`config.mk`:
```
export PLATFORM = sky130hd
export DESIGN_NAME = rr_arbiter_param
export DESIGN_NICKNAME = d
export VERILOG_FILES = /design/src/rtl/rr_arbiter_param.sv
export SDC_FILE = /design/constraint.sdc
export NUM_CORES = 1
export LEC_CHECK = 0
export BUFFER_PORTS_ARGS = -buffer_cell sky130_fd_sc_hd__buf_2
export CAP_MARGIN = 40
export CORE_ASPECT_RATIO = 2
export CORE_MARGIN = 3
export CORE_UTILIZATION = 25
export CTS_CLUSTER_SIZE = 10
export DETAILED_ROUTE_END_ITERATION = 8
export GPL_ROUTABILITY_DRIVEN = 0
export REMOVE_ABC_BUFFERS = 1
export SETUP_SLACK_MARGIN = 0.1
export SYNTH_ARGS = -nofsm -noshare
export SYNTH_HDL_FRONTEND = slang
export SYNTH_SLANG_ARGS = --single-unit
```
`constraint.sdc`:
```
create_clock -name clk -period 3.6 [get_ports clk]
set_clock_uncertainty 0.05 [all_clocks]
set_input_delay 0.36 -clock clk [delete_from_list [all_inputs] [get_ports clk]]
set_output_delay 0.36 -clock clk [all_outputs]
set_load 0.005 [all_outputs]
```
`src/rtl/rr_arbiter_param.sv`:
```
// Parameterised N-port arbiter with fixed-priority or round-robin selection,
// a held grant until ack, and an optional grant timeout.
module rr_arbiter_param #(
  parameter int unsigned NUM_PORTS = 8,
  parameter int unsigned PORT_W    = 3,
  parameter int unsigned TIMEOUT   = 16,
  parameter int unsigned CNT_W     = 8
) (
  input  logic                 clk,
  input  logic                 reset,
  input  logic [NUM_PORTS-1:0] port_req,
  input  logic                 cfg_arb_scheme,
  input  logic                 gnt_ack,
  output logic                 gnt_valid,
  output logic [PORT_W-1:0]    gnt_port,
  output logic [NUM_PORTS-1:0] gnt_onehot,
  output logic [PORT_W-1:0]    high_priority,
  output logic                 gnt_timeout
);

  localparam int unsigned     SUM_W       = PORT_W + 1;
  localparam logic [SUM_W-1:0] NUM_PORTS_S = SUM_W'(NUM_PORTS);
  localparam logic [CNT_W-1:0] TO_LAST     = CNT_W'((TIMEOUT == 0) ? 0 : TIMEOUT - 1);

  typedef enum logic {IDLE = 1'b0, GRANT = 1'b1} state_t;

  state_t                 state_q, state_d;
  logic [CNT_W-1:0]       cnt_q, cnt_d;
  logic                   valid_d, timeout_d;
  logic [PORT_W-1:0]      port_d, hp_d;
  logic [NUM_PORTS-1:0]   onehot_d;

  logic [PORT_W-1:0]      base, off, win_port, next_hp;
  logic [2*NUM_PORTS-1:0] req_dbl;
  logic [NUM_PORTS-1:0]   req_rot;
  logic [SUM_W-1:0]       sum, hp_sum;
  logic                   win_found;
  logic                   timeout_hit;

  // Rotate requests so the search start sits at bit 0, then take the lowest set bit
  always_comb begin
    base      = cfg_arb_scheme ? high_priority : '0;
    req_dbl   = {port_req, port_req};
    req_rot   = NUM_PORTS'(req_dbl >> base);
    win_found = 1'b0;
    off       = '0;
    for (int unsigned i = 0; i < NUM_PORTS; i++) begin
      if (!win_found && req_rot[i]) begin
        win_found = 1'b1;
        off       = PORT_W'(i);
      end
    end
    sum = SUM_W'(base) + SUM_W'(off);
    if (sum >= NUM_PORTS_S) sum = sum - NUM_PORTS_S;
    win_port = PORT_W'(sum);
  end

  // Round-robin pointer moves to the port after the released grantee
  always_comb begin
    hp_sum = SUM_W'(gnt_port) + SUM_W'(1);
    if (hp_sum >= NUM_PORTS_S) hp_sum = hp_sum - NUM_PORTS_S;
    next_hp = PORT_W'(hp_sum);
  end

  assign timeout_hit = (TIMEOUT != 0) && (cnt_q == TO_LAST);

  always_comb begin
    state_d   = state_q;
    cnt_d     = cnt_q;
    valid_d   = gnt_valid;
    port_d    = gnt_port;
    onehot_d  = gnt_onehot;
    hp_d      = high_priority;
    timeout_d = 1'b0;
    case (state_q)
      IDLE: begin
        valid_d  = 1'b0;
        port_d   = '0;
        onehot_d = '0;
        cnt_d    = '0;
        if (win_found) begin
          state_d  = GRANT;
          valid_d  = 1'b1;
          port_d   = win_port;
          onehot_d = NUM_PORTS'(1) << win_port;
        end
      end
      GRANT: begin
        // Ack takes precedence over a timeout landing in the same cycle
        if (gnt_ack || timeout_hit) begin
          state_d   = IDLE;
          valid_d   = 1'b0;
          port_d    = '0;
          onehot_d  = '0;
          cnt_d     = '0;
          timeout_d = !gnt_ack;
          if (cfg_arb_scheme) hp_d = next_hp;
        end else begin
          cnt_d = cnt_q + CNT_W'(1);
        end
      end
      default: state_d = IDLE;
    endcase
  end

  always_ff @(posedge clk or posedge reset) begin
    if (reset) begin
      state_q       <= IDLE;
      cnt_q         <= '0;
      gnt_valid     <= 1'b0;
      gnt_port      <= '0;
      gnt_onehot    <= '0;
      high_priority <= '0;
      gnt_timeout   <= 1'b0;
    end else begin
      state_q       <= state_d;
      cnt_q         <= cnt_d;
      gnt_valid     <= valid_d;
      gnt_port      <= port_d;
      gnt_onehot    <= onehot_d;
      high_priority <= hp_d;
      gnt_timeout   <= timeout_d;
    end
  end

endmodule
```
==> flow_summary_export.csv, run 1 <==
group,metric,value,unit
setup_path,end_kind,"flip-flop",
timing,slew_violations,0,
yosys,netlist_area,1860,um2
cts,cts.sinks,25,
setup_path,start_kind,"flip-flop",
routing,vias,1509,
timing,fmax,300,MHz
cts,tritoncts,"done",
cts,cts_root_buf,"clkbuf_16",
pwr,p_sw_share,41.2,%
final_layout,diodes,0,
routing,drt_iter0_markers,54,
floorplan,core_area,7270,um2
yosys,synth_cell_types,62,
setup_path,crit_family,"compound AO/OA/AOI/OAI gates",
yosys,syn_area_per_cell,10.6,um2
final_layout,mostFrequentLayoutCell,"buf_2",
global_routing,grt_pass1_vias,1486,
routing,wl_per_cell,15.2,um
floorplan,start_util,25.7,%
yosys,postSynthCellCount,176,
final_layout,final_area,2180,um2
cts,clockBufferDepth,2,
timing,hold_viol_final,0,
setup_path,path_buf_inv,2,
timing,tightest_slew,0.844,ns
setup_path,path_class,"reg -> reg",
setup_path,rr_startpoint,"high_priority[2]",
final_layout,final_util,30.0,%
pwr,vdd_drop_max,268,uV
setup_path,crit_fanout,9,
pwr,combPwrFrac,56.2,%
routing,wirelength,4430,um
timing,worst_slack,0.269,ns
timing,setup_viol,0,
final_layout,synthToLayoutAreaGrowth,17.0,%
status,run_status,"completed",
yosys,synth_edf_count,0,
pwr,power.density,722,nW/um2
final_layout,mostFrequentLayoutCells,"buf_2, dfrtp_1, nor2_1, mux2i_1, a32o_1",
global_routing,grt_overflow_total,0,
global_routing,grt_max_degree,26,
global_routing,grt_pass1_wl,7330,um
cts,cts_made_buffers,3,
timing,setup_tns,0,ns
global_routing,antenna_found_initial,0,
cts,cts_hold_buf,0,
pwr,seq_power_share,27.8,%
pwr,p_int,0.000926,W
yosys,ys_seq_area_share,33.6,%
placement,place_area,2070,um2
setup_path,crit_arrival,3.47,ns
timing,rsz0062_at_grt,"false",
setup_path,cp.required,3.74,ns
yosys,synth_seq_cells,25,
placement,dpl.hpwl,3450,um
floorplan,die_height,128,um
floorplan,io_pins,28,
yosys,yosysWarnings,0,
final_layout,layout-drive-gt1-share,33.5,%
setup_path,max_stage_delay,0.47,ns
timing,slew_headroom,43.5,%
setup_path,critical-path-slowest-cell,"dfrtp_2",
placement,port-buffer-count,27,
setup_path,crit_path_start,"high_priority[2]",
timing,timing.final.crit_share,92.5,%
floorplan,die_area,8590,um2
placement,pre_cts_ws,-0.0186,ns
job,maxCapViolCount,0,
setup_path,path_cells,"buf_4 -> nor4bb_2 -> a211oi_1 -> o221ai_2 -> nor2b_1 -> o21bai_1 -> a21bo_2 -> o41ai_2 -> ha_1 -> inv_1 -> fa_1 -> xnor2_2 -> xor2_2 -> a32o_2",
routing,drc,0,
timing,period_needed,3.33,ns
yosys,synthFlopType,"dfrtp_1",
routing,postRouteAntennaNets,0,
floorplan,core.rowCount,44,
final_layout,layout.nets,217,
routing,viasPerCell,5.17,
yosys,synthArstFlopShare,100,%
cts,clk_latency,0.26,ns
routing,drt_pass1_iterations,4,
cts,clk_pin_slew,0.07,ns
floorplan,die_w,67.1,um
pwr,power_switching,0.000649,W
pwr,power_leakage,0.999,nW
cts,htree_levels,1,
pwr,clkPwrFrac,16.0,%
min_path,hold_path_class,"in -> async",
global_routing,grt_use_total,10.9,%
## cell families after synthesis
family	after synthesis	synth area share, %
and+or+nand+nor	57	19.3
AOI/OAI and AO/OA	49	23.4
DFF	25	33.6
buffers and inverters	17	7.25
muxes	14	7.99
xor gates and xnor gates	10	5.50
adders and majority gates	4	3.09
## final timing paths
check / to / slack, ns / depth (start not counted)
max in group asynchronous: high_priority[2] / 3.07 / 3
setup / recovery: gnt_onehot[1] / 0.27 / 14
hold / removal: gnt_valid / 0.02 / 2
min in group clk: gnt_timeout / 0.35 / 3
setup reg to reg: gnt_onehot[1] / 0.27 / 14
hold reg to reg: cnt_q[0] / 0.42 / 1
## layer usage
| metal | global-route usage, % | routed length [um] | up-vias |
|---|---|---|---|
| met1 | 13.3 | 1810 | 743 |
| met5 | 0 | 0 | - |
| met2 | 19.2 | 2400 | 43 |
| met4 | 4.78 | 92 | 0 |
| met3 | 0.526 | 128 | 9 |
| li1 | - | - | 714 |
## final cells by class
cell class	instances	area, um2
clock buffers	3	75.1
repair buffers	32	205
flip-flops and latches	25	627
fillers	801	5090
well taps	92	115
inverters	5	18.8
clock inverters	1	7.51
multi-input cells	134	1130
## worst register-to-register path: stages (launching register included)
cell	delay, ns
dfrtp_2	0.47
buf_4	0.20
nor4bb_2	0.29
a211oi_1	0.08
o221ai_2	0.26
nor2b_1	0.18
o21bai_1	0.07
a21bo_2	0.22
o41ai_2	0.05
ha_1	0.19
inv_1	0.05
fa_1	0.41
xnor2_2	0.27
xor2_2	0.27
a32o_2	0.21
## registers in the layout, indices dropped and copies added (netlist names)
| register | cells |
|---|---|
| cnt_q | 8 |
| gnt_onehot | 8 |
| gnt_port | 3 |
| high_priority | 3 |
| gnt_timeout | 1 |
| gnt_valid | 1 |
| state_q | 1 |
## through the flow
stage / instances / hold slack [ns] / power (W)
2_1_floorplan: 164 / 0.337 / 0.00102
3_3_place_gp: 287 / 0.407 / 0.00130
3_5_place_dp: 288 / 0.300 / 0.00131
4_1_cts: 292 / 0.0281 / 0.00157
5_1_grt: 292 / 0.0512 / 0.00168
6_report: 292 / 0.0182 / 0.00157
## power by group through the flow
stage          clock network (W)  registers [W]  logic (W)
2_1_floorplan                  0       0.000473   0.000550
3_3_place_gp                   0       0.000444   0.000852
3_5_place_dp                   0       0.000443   0.000862
4_1_cts                 0.000255       0.000439   0.000873
5_1_grt                 0.000266       0.000449   0.000967
6_report                0.000251       0.000438   0.000886
## synthesized netlist by cell type (3+ instances only)
cell	number	area, um2
and3b_1	3	26.3
inv_1	5	18.8
a22oi_1	4	30.0
and2_1	4	25.0
nand3_1	5	25.0
buf_6	6	67.6
nand2b_1	3	18.8
xor2_1	4	35.0
o21ai_0	3	15.0
ha_1	3	37.5
a22o_1	4	35.0
a32o_1	7	70.1
mux2i_1	11	110
xnor2_1	4	35.0
dfrtp_1	25	626
o22ai_1	3	18.8
nor2_1	18	67.6
nor2b_1	4	25.0
and3_1	4	25.0
a21oi_1	3	15.0
a211oi_1	4	30.0
nand2_1	4	15.0
## repair_timing
action / in CTS / in global routing
resized for setup: 1 / 5
pin swaps: 0 / 3
buffers inserted: 0 / 0
endpoints found under the setup margin: 9 / 9
(Power assumes the default switching activity.)
==> inputs of run 2 (changes only) <==
- CORE_UTILIZATION: 25 -> 50
- PLACE_DENSITY: default -> 0.71
==> run 2 against run 1 <==
Effect of this change:
- wire length increased by 0.23%
- clock power fell by 36%
- global-route usage is 9.6 points higher
- final cell count down 15%
- non-clock buffer count grew 1
- sequential power rose by 3%
- die area decreased by 47%
- clock-buffer cell count grew 1
- worst setup slack better by 0.018 ns
- via count increased by 1.7%
- fmax increased by 0.53%
- register-to-register slack improved by 0.02 ns
==> flow_summary_export.csv, run 2 (synthesis results as in run 1) <==
group,metric,value,unit
timing,worst_slack,0.286,ns
setup_path,reg2regPathDepth,14,
setup_path,crit_fanout,25,
placement,port-buffer-count,27,
final_layout,synthToLayoutAreaGrowth,12.9,%
setup_path,path_class,"reg -> reg",
final_layout,layout.nets,218,
setup_path,r2r_slack,0.29,ns
routing,wirelength,4440,um
final_layout,multi_input_area,1140,um2
timing,slew_headroom,46.4,%
pwr,power_switching,0.000640,W
final_layout,mostFrequentLayoutCell,"buf_2",
pwr,p_total,0.00149,W
pwr,combPwrFrac,59.0,%
timing,timing.final.crit_share,92.0,%
timing,tightest_slew,0.802,ns
cts,clk_latency,0.26,ns
setup_path,reg2reg_to,"gnt_onehot[4]",
timing,setup_viol,0,
routing,postRouteAntennaNets,0,
routing,drt_pass1_iterations,4,
routing,drc,0,
setup_path,rr_startpoint,"high_priority[0]",
routing,drt_iter0_markers,46,
setup_path,start_kind,"flip-flop",
min_path,holdPathEnd,"gnt_timeout",
final_layout,final_area,2100,um2
job,maxCapViolCount,0,
min_path,hold_depth,3,
cts,clockBufferDepth,2,
final_layout,register_area,628,um2
pwr,clkPwrFrac,10.7,%
status,run_status,"completed",
setup_path,end_kind,"flip-flop",
final_layout,finalNonFillerCells,249,
routing,viasPerCell,6.16,
floorplan,die_height,92.4,um
placement,pre_cts_ws,-0.0265,ns
final_layout,diodes,0,
global_routing,grt_max_degree,26,
timing,rsz0062_at_grt,"false",
global_routing,grt_use_total,20.5,%
floorplan,die_w,49.2,um
placement,dp_cells,244,
cts,cts.sinks,25,
timing,hold-worst-slack,0.353,ns
cts,cts_root_buf,"clkbuf_8",
min_path,hold_path_class,"in -> reg",
global_routing,grt_pass1_wl,7360,um
pwr,power_leakage,0.993,nW
floorplan,core.rowCount,30,
pwr,seq_power_share,30.2,%
global_routing,grt_pass1_vias,1577,
cts,cts_made_buffers,3,
pwr,p_int,0.000854,W
routing,vias,1534,
final_layout,nFillCells,325,
floorplan,die_area,4540,um2
floorplan,start_util,53.4,%
setup_path,cp.required,3.69,ns
pwr,vdd_drop_max,343,uV
placement,place_area,2010,um2
pwr,p_sw_share,42.8,%
setup_path,crit_arrival,3.41,ns
final_layout,mostFrequentLayoutCells,"buf_2, dfrtp_1, nor2_1, mux2i_1, a32o_1",
final_layout,reg_top3,"cnt_q x8, gnt_onehot x8",
final_layout,layout-drive-gt1-share,32.8,%
timing,slew_violations,0,
cts,htree_levels,1,
min_path,hold_start,"gnt_ack",
pwr,power.density,710,nW/um2
timing,hold_viol_final,0,
cts,tritoncts,"done",
placement,dpl.hpwl,3430,um
timing,period_needed,3.31,ns
global_routing,antenna_found_initial,0,
cts,clk_pin_slew,0.08,ns
floorplan,core_area,3490,um2
global_routing,grt_overflow_total,0,
floorplan,io_pins,28,
routing,wl_per_cell,17.8,um
timing,fmax,302,MHz
run 2: changes by cell type in the layout (fill, tap and decap cells not counted), sizes merged:
cell,previous run,this run
clkbuf,3,4
clkinvlp,1,0
dlygate4sd3,0,1
run 2: critical path: stages, from the launching register on:
cell and delay [ns]:
dfrtp_1 0.38, buf_12 0.19, mux2i_2 0.33, a211oi_1 0.15
o221ai_2 0.26, nor2b_1 0.18, o21bai_1 0.07, a21bo_2 0.23
o41ai_2 0.05, ha_1 0.19, inv_1 0.04, fa_1 0.40
xnor2_2 0.27, xnor2_2 0.16, a32o_1 0.25
run 2: final cells by class:
cell class                      instances  share of cell area [%]
Multi-Input combinational cell        134                    54.0
Clock buffer                            4                    2.14
Sequential cell                        25                    29.8
Tap cell                               48                    2.85
Timing Repair Buffer                   33                    10.2
Inverter                                5                   0.892
run 2: how the worst max path moves through the flow:
stage                     cells after the start             to             start  slack [ns]
after floorplan                              11  gnt_onehot[1]  high_priority[0]        0.08
after global placement                       12  gnt_onehot[1]    cfg_arb_scheme        0.05
after detailed placement                     12  gnt_onehot[5]    cfg_arb_scheme       -0.03
after CTS                                    11  gnt_onehot[4]  high_priority[1]        0.18
after global routing                         14  gnt_onehot[4]  high_priority[2]        0.12
final                                        14  gnt_onehot[4]  high_priority[0]        0.29
run 2: per-stage QoR:
step	utilization [%]	setup TNS (ns)
finish	60.3	0
global route	60.3	0
CTS	59.5	0
detailed placement	57.7	-0.144
global placement	56.9	0
floorplan	-	0
run 2: repair_timing:
action                     in CTS  in global routing
buffers inserted                0                  0
hold endpoints to repair        4                  0
hold buffers                    1                  0
setup endpoints to repair       9                  9
resized for setup               2                  5
pin swaps                       0                  2
run 2: routing by layer:
metal	vias up	track usage, %	wire, um
li1	717	-	-
met1	749	21.3	1620
met2	50	38.6	2490
met3	18	1.61	153
met4	0	12.1	182
met5	-	0	0
run 2: power groups by stage:
stage	clock (W)	sequential, W	combinational (W)
after global routing	0.000175	0.000466	0.000960
final	0.000160	0.000452	0.000882
after detailed placement	0	0.000453	0.000847
after CTS	0.000164	0.000450	0.000857
after floorplan	0	0.000473	0.000550
after global placement	0	0.000449	0.000822
==> inputs of run 3 (changes only) <==
- CTS_BUF_LIST: default -> sky130_fd_sc_hd__clkbuf_4 sky130_fd_sc_hd__clkbuf_8
==> run 3 against run 2 <==
Effect of this change:
- hold slack about the same
- critical path depth is the same
- worst setup slack barely moved
- clock-buffer cell count stayed put
- fmax hardly changed
- highest routed layer unchanged
==> flow_summary_export.csv, run 3 (synthesis results as in run 1) <==
group,metric,value,unit
timing,hold_viol_final,0,
setup_path,reg2regPathDepth,14,
setup_path,path_class,"reg -> reg",
routing,vias,1536,
floorplan,io_pins,28,
routing,wirelength,4430,um
setup_path,rr_startpoint,"high_priority[0]",
routing,dr_wl_met2,2480,um
routing,postRouteAntennaNets,0,
setup_path,reg2reg_to,"gnt_onehot[4]",
routing,dr_wl_met3,159,um
cts,clk_pin_slew,0.08,ns
cts,cts.sinks,25,
floorplan,die_height,92.4,um
final_layout,reg_top3,"cnt_q x8, gnt_onehot x8",
timing,timing.final.crit_share,92.0,%
final_layout,diodes,0,
timing,slew_headroom,46.3,%
setup_path,crit_arrival,3.41,ns
min_path,hold_depth,3,
job,maxCapViolCount,0,
timing,rsz0062_at_grt,"false",
placement,dpl.hpwl,3430,um
pwr,power.density,712,nW/um2
timing,tightest_slew,0.802,ns
pwr,vdd_drop_max,343,uV
floorplan,die_w,49.2,um
final_layout,synthToLayoutAreaGrowth,13.1,%
cts,htree_levels,1,
cts,cts_made_buffers,3,
pwr,power_leakage,0.997,nW
routing,drt_pass1_iterations,4,
final_layout,final_util,60.4,%
min_path,hold_start,"gnt_ack",
setup_path,start_kind,"flip-flop",
global_routing,grt_overflow_total,0,
min_path,hold_path_class,"in -> reg",
timing,slew_violations,0,
global_routing,grt_use_total,20.5,%
final_layout,layout-drive-gt1-share,33.3,%
final_layout,layout.nets,218,
floorplan,core.rowCount,30,
timing,period_needed,3.31,ns
setup_path,r2r_slack,0.29,ns
global_routing,antenna_found_initial,0,
routing,wl_met1,1610,um
routing,wl_per_cell,17.8,um
final_layout,mostFrequentLayoutCells,"buf_2, dfrtp_1, nor2_1, mux2i_1, a32o_1",
cts,clk_latency,0.26,ns
placement,port-buffer-count,27,
cts,post-cts-setup-buffer-count,0,
timing,worst_slack,0.287,ns
cts,cts_root_buf,"clkbuf_8",
setup_path,crit_fanout,25,
setup_path,end_kind,"flip-flop",
global_routing,grt_pass1_wl,7360,um
floorplan,start_util,53.4,%
cts,clockBufferDepth,2,
min_path,holdPathEnd,"gnt_timeout",
setup_path,cp.required,3.69,ns
routing,drt_iter0_markers,45,
timing,fmax,302,MHz
routing,top_layer_used,"met4",
placement,pre_cts_ws,-0.0265,ns
routing,drc,0,
status,run_status,"completed",
floorplan,die_area,4540,um2
floorplan,core_area,3490,um2
routing,viasPerCell,6.17,
global_routing,grt_pass1_vias,1577,
cts,tritoncts,"done",
timing,setup_viol,0,
final_layout,mostFrequentLayoutCell,"buf_2",
global_routing,grt_max_degree,26,
-- run 3: worst max path at each step --
| stage | from | end | slack (ns) | depth (start not counted) |
|---|---|---|---|---|
| floorplan | high_priority[0] | gnt_onehot[1] | 0.08 | 11 |
| global placement | cfg_arb_scheme | gnt_onehot[1] | 0.05 | 12 |
| detailed placement | cfg_arb_scheme | gnt_onehot[5] | -0.03 | 12 |
| CTS | high_priority[1] | gnt_onehot[4] | 0.18 | 11 |
| global route | high_priority[2] | gnt_onehot[4] | 0.12 | 14 |
| finish | high_priority[0] | gnt_onehot[4] | 0.29 | 14 |
-- run 3: power by group --
| part | leakage (nW) | internal (W) | switching [W] |
|---|---|---|---|
| logic | 0.642 | 0.000416 | 0.000466 |
| registers | 0.328 | 0.000359 | 0.0000927 |
| clock network | 0.0262 | 0.0000864 | 0.0000813 |
| total | 0.997 | 0.000862 | 0.000640 |
-- run 3: per-stage QoR --
step                cell area, um2  hold slack [ns]  setup TNS, ns  total power (W)  instances
floorplan                     1750            0.337              0          0.00102        164
global placement              1990            0.388              0          0.00127        243
detailed placement            2010            0.250         -0.144          0.00130        244
CTS                           2080            0.354              0          0.00148        249
global route                  2110            0.412              0          0.00161        249
finish                        2110            0.353              0          0.00150        249
-- run 3: what timing repair did --
action / CTS / global route
gates cloned: 0 / 0
endpoints found under the setup margin: 9 / 9
hold buffers: 1 / 0
endpoints found under the hold margin: 4 / 0
pin swaps: 0 / 2
gates resized for setup: 2 / 5
-- run 3: area by class of cell --
cell class	instances	area, um2
clock buffers	4	48.8
fillers	326	1380
multi-input cells	134	1140
inverters	5	18.8
repair buffers	33	215
flip-flops and latches	25	628
well taps	48	60.1
-- run 3: worst max-delay path: stages, from the launching register on --
cell      delay (ns)
dfrtp_1         0.38
buf_12          0.18
mux2i_2         0.33
a211oi_1        0.15
o221ai_2        0.26
nor2b_1         0.18
o21bai_1        0.07
a21bo_2         0.23
o41ai_2         0.05
ha_1            0.19
inv_1           0.04
fa_1            0.40
xnor2_2         0.27
xnor2_2         0.16
a32o_1          0.25
-- run 3: metal layers --
layer	vias up	GRT usage (%)
met5	-	0
met4	0	12.1
met3	18	1.61
met2	52	38.6
met1	749	21.3
li1	717	-
